[src/rtl/regs_wb_arbiter.sv]
// Round-robin arbiter for the register file's single write port, with a
// registered commit stage and a pending-write scoreboard for RAW stalls.
module regs_wb_arbiter #(
  parameter int unsigned N  = 3,
  parameter int unsigned DW = 32
) (
  input  logic            clk,
  input  logic            rst,
  input  logic [N-1:0]    req_valid,
  input  logic [N*5-1:0]  req_addr,
  input  logic [N*DW-1:0] req_data,
  output logic [N-1:0]    req_ready,
  input  logic            alloc_valid,
  input  logic [4:0]      alloc_addr,
  output logic            RegWrite,
  output logic [4:0]      Wt_addr,
  output logic [DW-1:0]   Wt_data,
  output logic [31:0]     busy
);

  localparam int unsigned LW = (N > 1) ? $clog2(N) : 1;
  localparam int unsigned AW = 5;

  logic [AW-1:0] addr_arr [N];
  logic [DW-1:0] data_arr [N];

  logic [LW-1:0] last;
  logic [LW-1:0] grant_idx;
  logic          grant_any;
  logic [AW-1:0] sel_addr;
  logic [DW-1:0] sel_data;
  logic          commit;
  logic [31:0]   busy_next;
  int unsigned   idx;

  for (genvar i = 0; i < int'(N); i++) begin : g_unpack
    assign addr_arr[i] = req_addr[AW*i +: AW];
    assign data_arr[i] = req_data[DW*i +: DW];
  end

  // Search last+1, last+2, ... modulo N; first valid requester wins.
  always_comb begin
    idx       = 0;
    grant_any = 1'b0;
    grant_idx = last;
    req_ready = '0;
    if (rst) begin
      for (int unsigned k = 1; k <= N; k++) begin
        idx = (32'(last) + k) % N;
        if (!grant_any && req_valid[LW'(idx)]) begin
          grant_any = 1'b1;
          grant_idx = LW'(idx);
        end
      end
    end
    if (grant_any) req_ready[grant_idx] = 1'b1;
  end

  assign sel_addr = addr_arr[grant_idx];
  assign sel_data = data_arr[grant_idx];
  assign commit   = grant_any && (sel_addr != '0);

  // Clear on commit first so a same-edge allocation of that register wins.
  always_comb begin
    busy_next = busy;
    if (RegWrite) busy_next[Wt_addr] = 1'b0;
    if (alloc_valid && (alloc_addr != '0)) busy_next[alloc_addr] = 1'b1;
    busy_next[0] = 1'b0;
  end

  always_ff @(posedge clk) begin
    if (!rst) begin
      last     <= LW'(N - 1);
      RegWrite <= 1'b0;
      Wt_addr  <= '0;
      Wt_data  <= '0;
      busy     <= '0;
    end else begin
      if (grant_any) last <= grant_idx;
      RegWrite <= commit;
      if (commit) begin
        Wt_addr <= sel_addr;
        Wt_data <= sel_data;
      end
      busy <= busy_next;
    end
  end

endmodule

[config.mk]
export PLATFORM = sky130hd
export DESIGN_NAME = regs_wb_arbiter
export DESIGN_NICKNAME = d
export VERILOG_FILES = /design/src/rtl/regs_wb_arbiter.sv
export SDC_FILE = /design/constraint.sdc
export NUM_CORES = 1
export LEC_CHECK = 0
export CAP_MARGIN = 20
export CORE_MARGIN = 10
export CORE_UTILIZATION = 45
export CTS_BUF_LIST = sky130_fd_sc_hd__clkbuf_4 sky130_fd_sc_hd__clkbuf_8
export DETAILED_ROUTE_END_ITERATION = 12
export GPL_TIMING_DRIVEN = 0
export PLACE_DENSITY = 0.88
export SETUP_SLACK_MARGIN = 0.2
export SYNTH_ARGS = -nofsm -noshare
export SYNTH_HDL_FRONTEND = slang
export SYNTH_SLANG_ARGS = --single-unit
[constraint.sdc]
create_clock -name clk -period 5.55 [get_ports clk]
set_clock_uncertainty 0.1 [all_clocks]
set_input_delay 1.11 -clock clk [delete_from_list [all_inputs] [get_ports clk]]
set_output_delay 1.11 -clock clk [all_outputs]
set_load 0.03 [all_outputs]
# --- Yosys cells after proc, flatten, opt, wreduce, memory -nomap -nowiden ---
# Cells that the tools add are included.
word_totals:
  reg_bits: 72
  mem_bits_rw: 0
  input_bits: 122
  latch_bits: 0
  mem_count: 0
  rom_bits: 0
  output_inout_bits: 73
classes:
  n_div: 3
  bitwise_logic: 4
  n_reduce_logical: 11
  muxes: 31
  multipliers: 0
  add_sub_neg: 3
  eq_ne: 0
  n_lt_le_gt_ge: 10
  shifts: 0
op_table:
  columns: ["operator", "count"]
  rows:
  - ["two-way mux 32 bit", 4]
  - ["modulo 32 x 2 -> 32 bit (second input constant)", 3]
  - ["binary-select mux 32 bit (select 2 bit)", 1]
  - ["bitwise AND 32 bit", 1]
  - ["inverter 32 bit", 1]
  - ["OR 32 bit", 1]
  - ["less-than comparator 2 x 3 -> 1 bit (second input constant)", 4]
  - ["less-than comparator 5 x 6 -> 1 bit (second input constant)", 2]
  - ["two-way mux 1 bit", 12]
  - ["binary-select mux 5 bit (select 2 bit)", 1]
  - ["demux 1 bit (select 5 bit)", 2]
  - ["greater-or-equal comparator 5 x 1 -> 1 bit (second input constant)", 2]
  - ["two-way mux 5 bit", 2]
  - ["nonzero test 5 bit", 2]
  - ["two-way mux 2 bit", 4]
  - ["logical AND 1 bit", 7]
  - ["adder 2 x 2 -> 3 bit (second input constant)", 2]
  - ["binary-select mux 1 bit (select 2 bit)", 3]
  - ["adder 2 x 1 -> 3 bit (second input constant)", 1]
  - ["greater-or-equal comparator 3 bit (second input constant)", 1]
  - ["two-way mux 3 bit", 1]
  - ["inverter 2 -> 3 bit", 1]
  - ["demux 1 bit (select 2 bit)", 1]
  - ["greater-or-equal comparator 2 x 1 -> 1 bit (second input constant)", 1]
  - ["zero test 1 bit", 2]

# --- Logic depth before layout (Yosys ltp) ---
logic_depth:
  ltp_word: 20
  depth_mapped: 15
  depth_no_buf: 10

# --- Least setup slack after synthesis ---
# Ideal clock, no wire load.
synth_path:
  path_type: "in2out"
  startpoint: "in req_valid[2]"
  endpoint: "out req_ready[0]"
  t_arrival_ns: 3.217
  cell_stages: 7
  path_slack_ns: 1.123
  t_required_ns: 4.340
  cell_sequence: "and4b_1 a31oi_1 a31oi_1 a211oi_1 buf_4 buf_1 nor3b_1"
synth_via:
  elab_chain_cells: 17
  word_cells_on_any_way: 26
  classes_between: "order compare: 2; mux: 19; reduce/logical: 5"
synth_lines:
  columns: ["item", "line_no", "rtl"]
  rows:
  - ["start, declared", "9", "input logic [N-1:0] req_valid,"]
  - ["binary-select mux 1 bit (select 2 bit)", "50", "if (!grant_any && req_valid[LW'(idx)]) begin"]
  - ["two-way mux 1 bit (implied by the code)", "50", null]
  - ["two-way mux 1 bit", "50", null]
  - ["two-way mux 1 bit", "47", "if (rst) begin"]
  - ["zero test 1 bit", "50", null]
  - ["logical AND 1 bit", "50", null]
  - ["two-way mux 1 bit", "50", null]
  - ["two-way mux 1 bit", "47", null]
  - ["zero test 1 bit", "50", null]
  - ["logical AND 1 bit", "50", null]
  - ["two-way mux 2 bit", "50", null]
  - ["two-way mux 2 bit", "47", null]
  - ["less-than comparator 2 x 3 -> 1 bit (implied by the code) or greater-or-equal comparator 2 x 1 -> 1 bit (tied branches)", "56", "if (grant_any) req_ready[grant_idx] = 1'b1;"]
  - ["logical AND 1 bit (implied by the code)", "56", null]
  - ["two-way mux 1 bit (implied by the code)", "56", null]
  - ["demux 1 bit (select 2 bit)", "56", null]
  - ["two-way mux 3 bit *", "56", null]
  - ["end, declared", "12", "output logic [N-1:0] req_ready,"]
# Mark *: on every way between the ends. The rest lies on a longest branch, timed or not. The select of a mux whose other input is x is not followed.

# --- Final worst setup path ---
layout_path:
  startpoint: "in rst"
  endpoint: "out req_ready[1]"
layout_via:
  elab_chain_cells: 6
  word_cells_on_any_way: 8
  classes_between: "order compare: 2; mux: 5; reduce/logical: 1"
layout_lines:
  columns: ["item", "line_no", "rtl"]
  rows:
  - ["start, declared", "8", "input logic rst,"]
  - ["two-way mux 2 bit", "47", null]
  - ["less-than comparator 2 x 3 -> 1 bit (implied by the code) or greater-or-equal comparator 2 x 1 -> 1 bit (tied branches)", "56", null]
  - ["logical AND 1 bit (implied by the code)", "56", null]
  - ["two-way mux 1 bit (implied by the code)", "56", null]
  - ["demux 1 bit (select 2 bit)", "56", null]
  - ["two-way mux 3 bit *", "56", null]
# Mark *: on every way between the ends. The rest lies on a longest branch, timed or not.

==> run metrics <==
outcome complete, no violations; endpoints failing setup 0; mux contribution to synthesized area 0.168; port bufs 193; total die area 0.0141 mm²; Leak 2.52 nW; top_reg_cell synth dfxtp_1; simple logic cell fraction of the synthesized area 0.182; gr ovfl total 0; antenna cell count 0; Post-Synthesis Cells 511; Die Ht 119 µm; CTS Buf Count 9; chip width 119 µm; Synth Area in Compound Gates 0.255; synthesized cell area 0.00440 mm²; fillers 757; total nets after synthesis 637; crit path buf inv count 5; routed via count 4763; Final Cycle Share 0.914; critical setup path kind in2out; register bit total from synthesis 71; Hold Worst Slack 0.364 ns; Async S/R FF share, synth 0; RSZ-0062 raised after global routing no; Post-route DRC 0; xor-xnor portion of the synthesized cell area 0; Post-CTS Hold Buffers 0; setup TNS 0 ns; Cell Pwr Density 527 mW/mm²; CTS root buf clkbuf_8; DP Worst Slack -0.241 ns; gr usage total 0.223; post-placement cell count 837; setup ws final 0.479 ns; Worst path top cell family by delay buffers and inverters; Final nets 840; WL per Instance 19.5 µm; CTS tree built; final instance area 0.00668 mm²; Highest Clock Rate 0.197 GHz; worst min path class reg2reg; core box area 0.00964 mm²; Placed Area 0.00650 mm²; first-pass GRT wire length 25800 µm; CTS max path bufs 2; sequential element share of the synthesized area 0.323; worst path cell trace clkdlybuf4s50_1 > clkbuf_1 > clkbuf_1 > clkbuf_2 > nand3_1 > a211oi_1 > clkdlybuf4s50_1; hpwl dp 13600 µm; Total Wirelength 16600 µm; WP data required 4.34 ns; Ys Warns 0; Setup crit start kind input pin; largest net degree at the start of global routing 17; Worst-path clk slew 0.08 ns; Initial Util 0.456; H-tree depth 3; via/cell ratio 5.59; non-filler cells in the finished layout 852; Overall Power 3.52 mW; Yosys cell types 59; Post-Synth Adder-Cell Area 0.0114; final hold vios 0; CP peak stage delay 0.75 ns; max-slew violation count 0; drt first pass iters 6; vias in the first global route 5003; drt initial violations 305; syn avg cell area 8.61 µm²; largest family of logic cells by synthesized area compound AO/OA/AOI/OAI gates; Slew @ Worst Pin 1.17 ns; CP Max Fanout 10; Clk Latency, worst-skew pair 0.35 ns; # rows 36; total clock sinks 71; Syn-to-layout area delta 51.9%; endpoint class of the critical path output port; Rel. slew slack 0.219; max-cap viol count 0; Ports 195; peak supply drop 0.415 mV; Routed Antenna Nets 0; Period minus WS final 5.07 ns; Slowest-stage cell, CP clkdlybuf4s50_1; post-layout util 0.693; share of layout cells above drive strength 1 0.0904; initial antenna violation count 0; Post-synth EDFFs 0; Placer Congestion 0.894; critical path data arrival time 3.86 ns
-- cell families (layout without fill, tap and decap cells) --
group / Yosys count / count (layout)
buffers and inverters: 43 / 251
adders and majority gates: 4 / 4
and+or+nand+nor: 174 / 174
muxes: 72 / 72
other: 1 / 1
DFF: 71 / 71
AOI/OAI and AO/OA: 146 / 146
-- report_power, final --
group / switching (mW) / total (mW) / internal (mW)
logic: 1.36 / 2.44 / 1.08
registers: 0.0694 / 0.689 / 0.620
clock network: 0.221 / 0.392 / 0.171
-- routing by layer --
layer / track usage / share of wire
met5: 0 / 0
met4: 0.0947 / 0.028
met3: 0.109 / 0.12
met2: 0.380 / 0.48
met1: 0.230 / 0.37
-- layout by cell type, fill, tap and decap left out, drive strengths merged, types with 4 or more instances in the layout --
| cell type | n |
|---|---|
| dfxtp | 71 |
| clkdlybuf4s50 | 192 |
| o31ai | 5 |
| o21ai | 37 |
| ha | 4 |
| inv | 10 |
| clkbuf | 26 |
| nor2 | 17 |
| nand2b | 5 |
| buf | 19 |
| nand2 | 111 |
| nand3 | 8 |
| a21oi | 37 |
| mux2i | 71 |
| a31oi | 6 |
| a211oi | 6 |
| nand3b | 7 |
| o2bb2ai | 34 |
| nor3b | 7 |
-- state kept, by name (all words and copies together) (netlist names) --
signal / count
busy: 31
Wt_data: 32
Wt_addr: 5
RegWrite: 1
last: 2
-- cell usage after synthesis, types with 3 or more instances --
cell	n	area [µm²]
buf_1	5	18.8
ha_1	4	50.1
nor3_1	3	15.0
o2bb2ai_2	20	300
and3_1	3	18.8
inv_1	6	22.5
a31oi_1	6	37.5
clkbuf_1	17	63.8
a21oi_1	37	185
nand3_1	8	40.0
nand2b_1	5	31.3
and2_1	3	18.8
nor3b_1	6	45.0
dfxtp_1	71	1420
nand2_1	111	417
nand3b_1	7	52.6
o2bb2ai_1	14	123
a211oi_1	5	37.5
buf_2	4	20.0
o31ai_1	4	30.0
nor2_1	16	60.1
mux2i_1	70	701
o21ai_0	34	170
buf_6	6	67.6
-- worst min-delay path, cell delays in order, from the launching register on --
cell and delay, ns:
dfxtp_1 0.31, nand2_1 0.05, mux2i_1 0.06
-- final cells by class --
type                    instances  area, µm²  share of cell area
multi-input cells             397       2710               0.406
repair buffers                193       1930               0.290
well taps                     133        166              0.0249
flip-flops and latches         71       1420               0.213
clock buffers                   9        124              0.0185
clock inverters                 7       61.3             0.00918
plain buffers                  36        238              0.0356
inverters                       6       22.5             0.00337
-- repair_timing --
| action | CTS | global route |
|---|---|---|
| hold endpoints to repair | 0 | 0 |
| endpoints found under the setup margin | 1 | 2 |
| gates resized for setup | 0 | 3 |
| setup buffers | 0 | 0 |
| pin swaps | 0 | 0 |
-- final timing paths --
path                                         startpoint                  endpoint  slack, ns  cells after the start
worst min-delay path            Wt_data[6]$_SDFFE_PN0P_   Wt_data[6]$_SDFFE_PN0P_       0.36                      2
worst max register to register     last[0]$_SDFFE_PN0P_  Wt_data[21]$_SDFFE_PN0P_       1.51                     14
worst max-delay path                                rst              req_ready[1]       0.48                      7
worst min register to register  Wt_data[6]$_SDFFE_PN0P_   Wt_data[6]$_SDFFE_PN0P_       0.36                      2
Note: power is estimated with default switching activity, not from simulation.
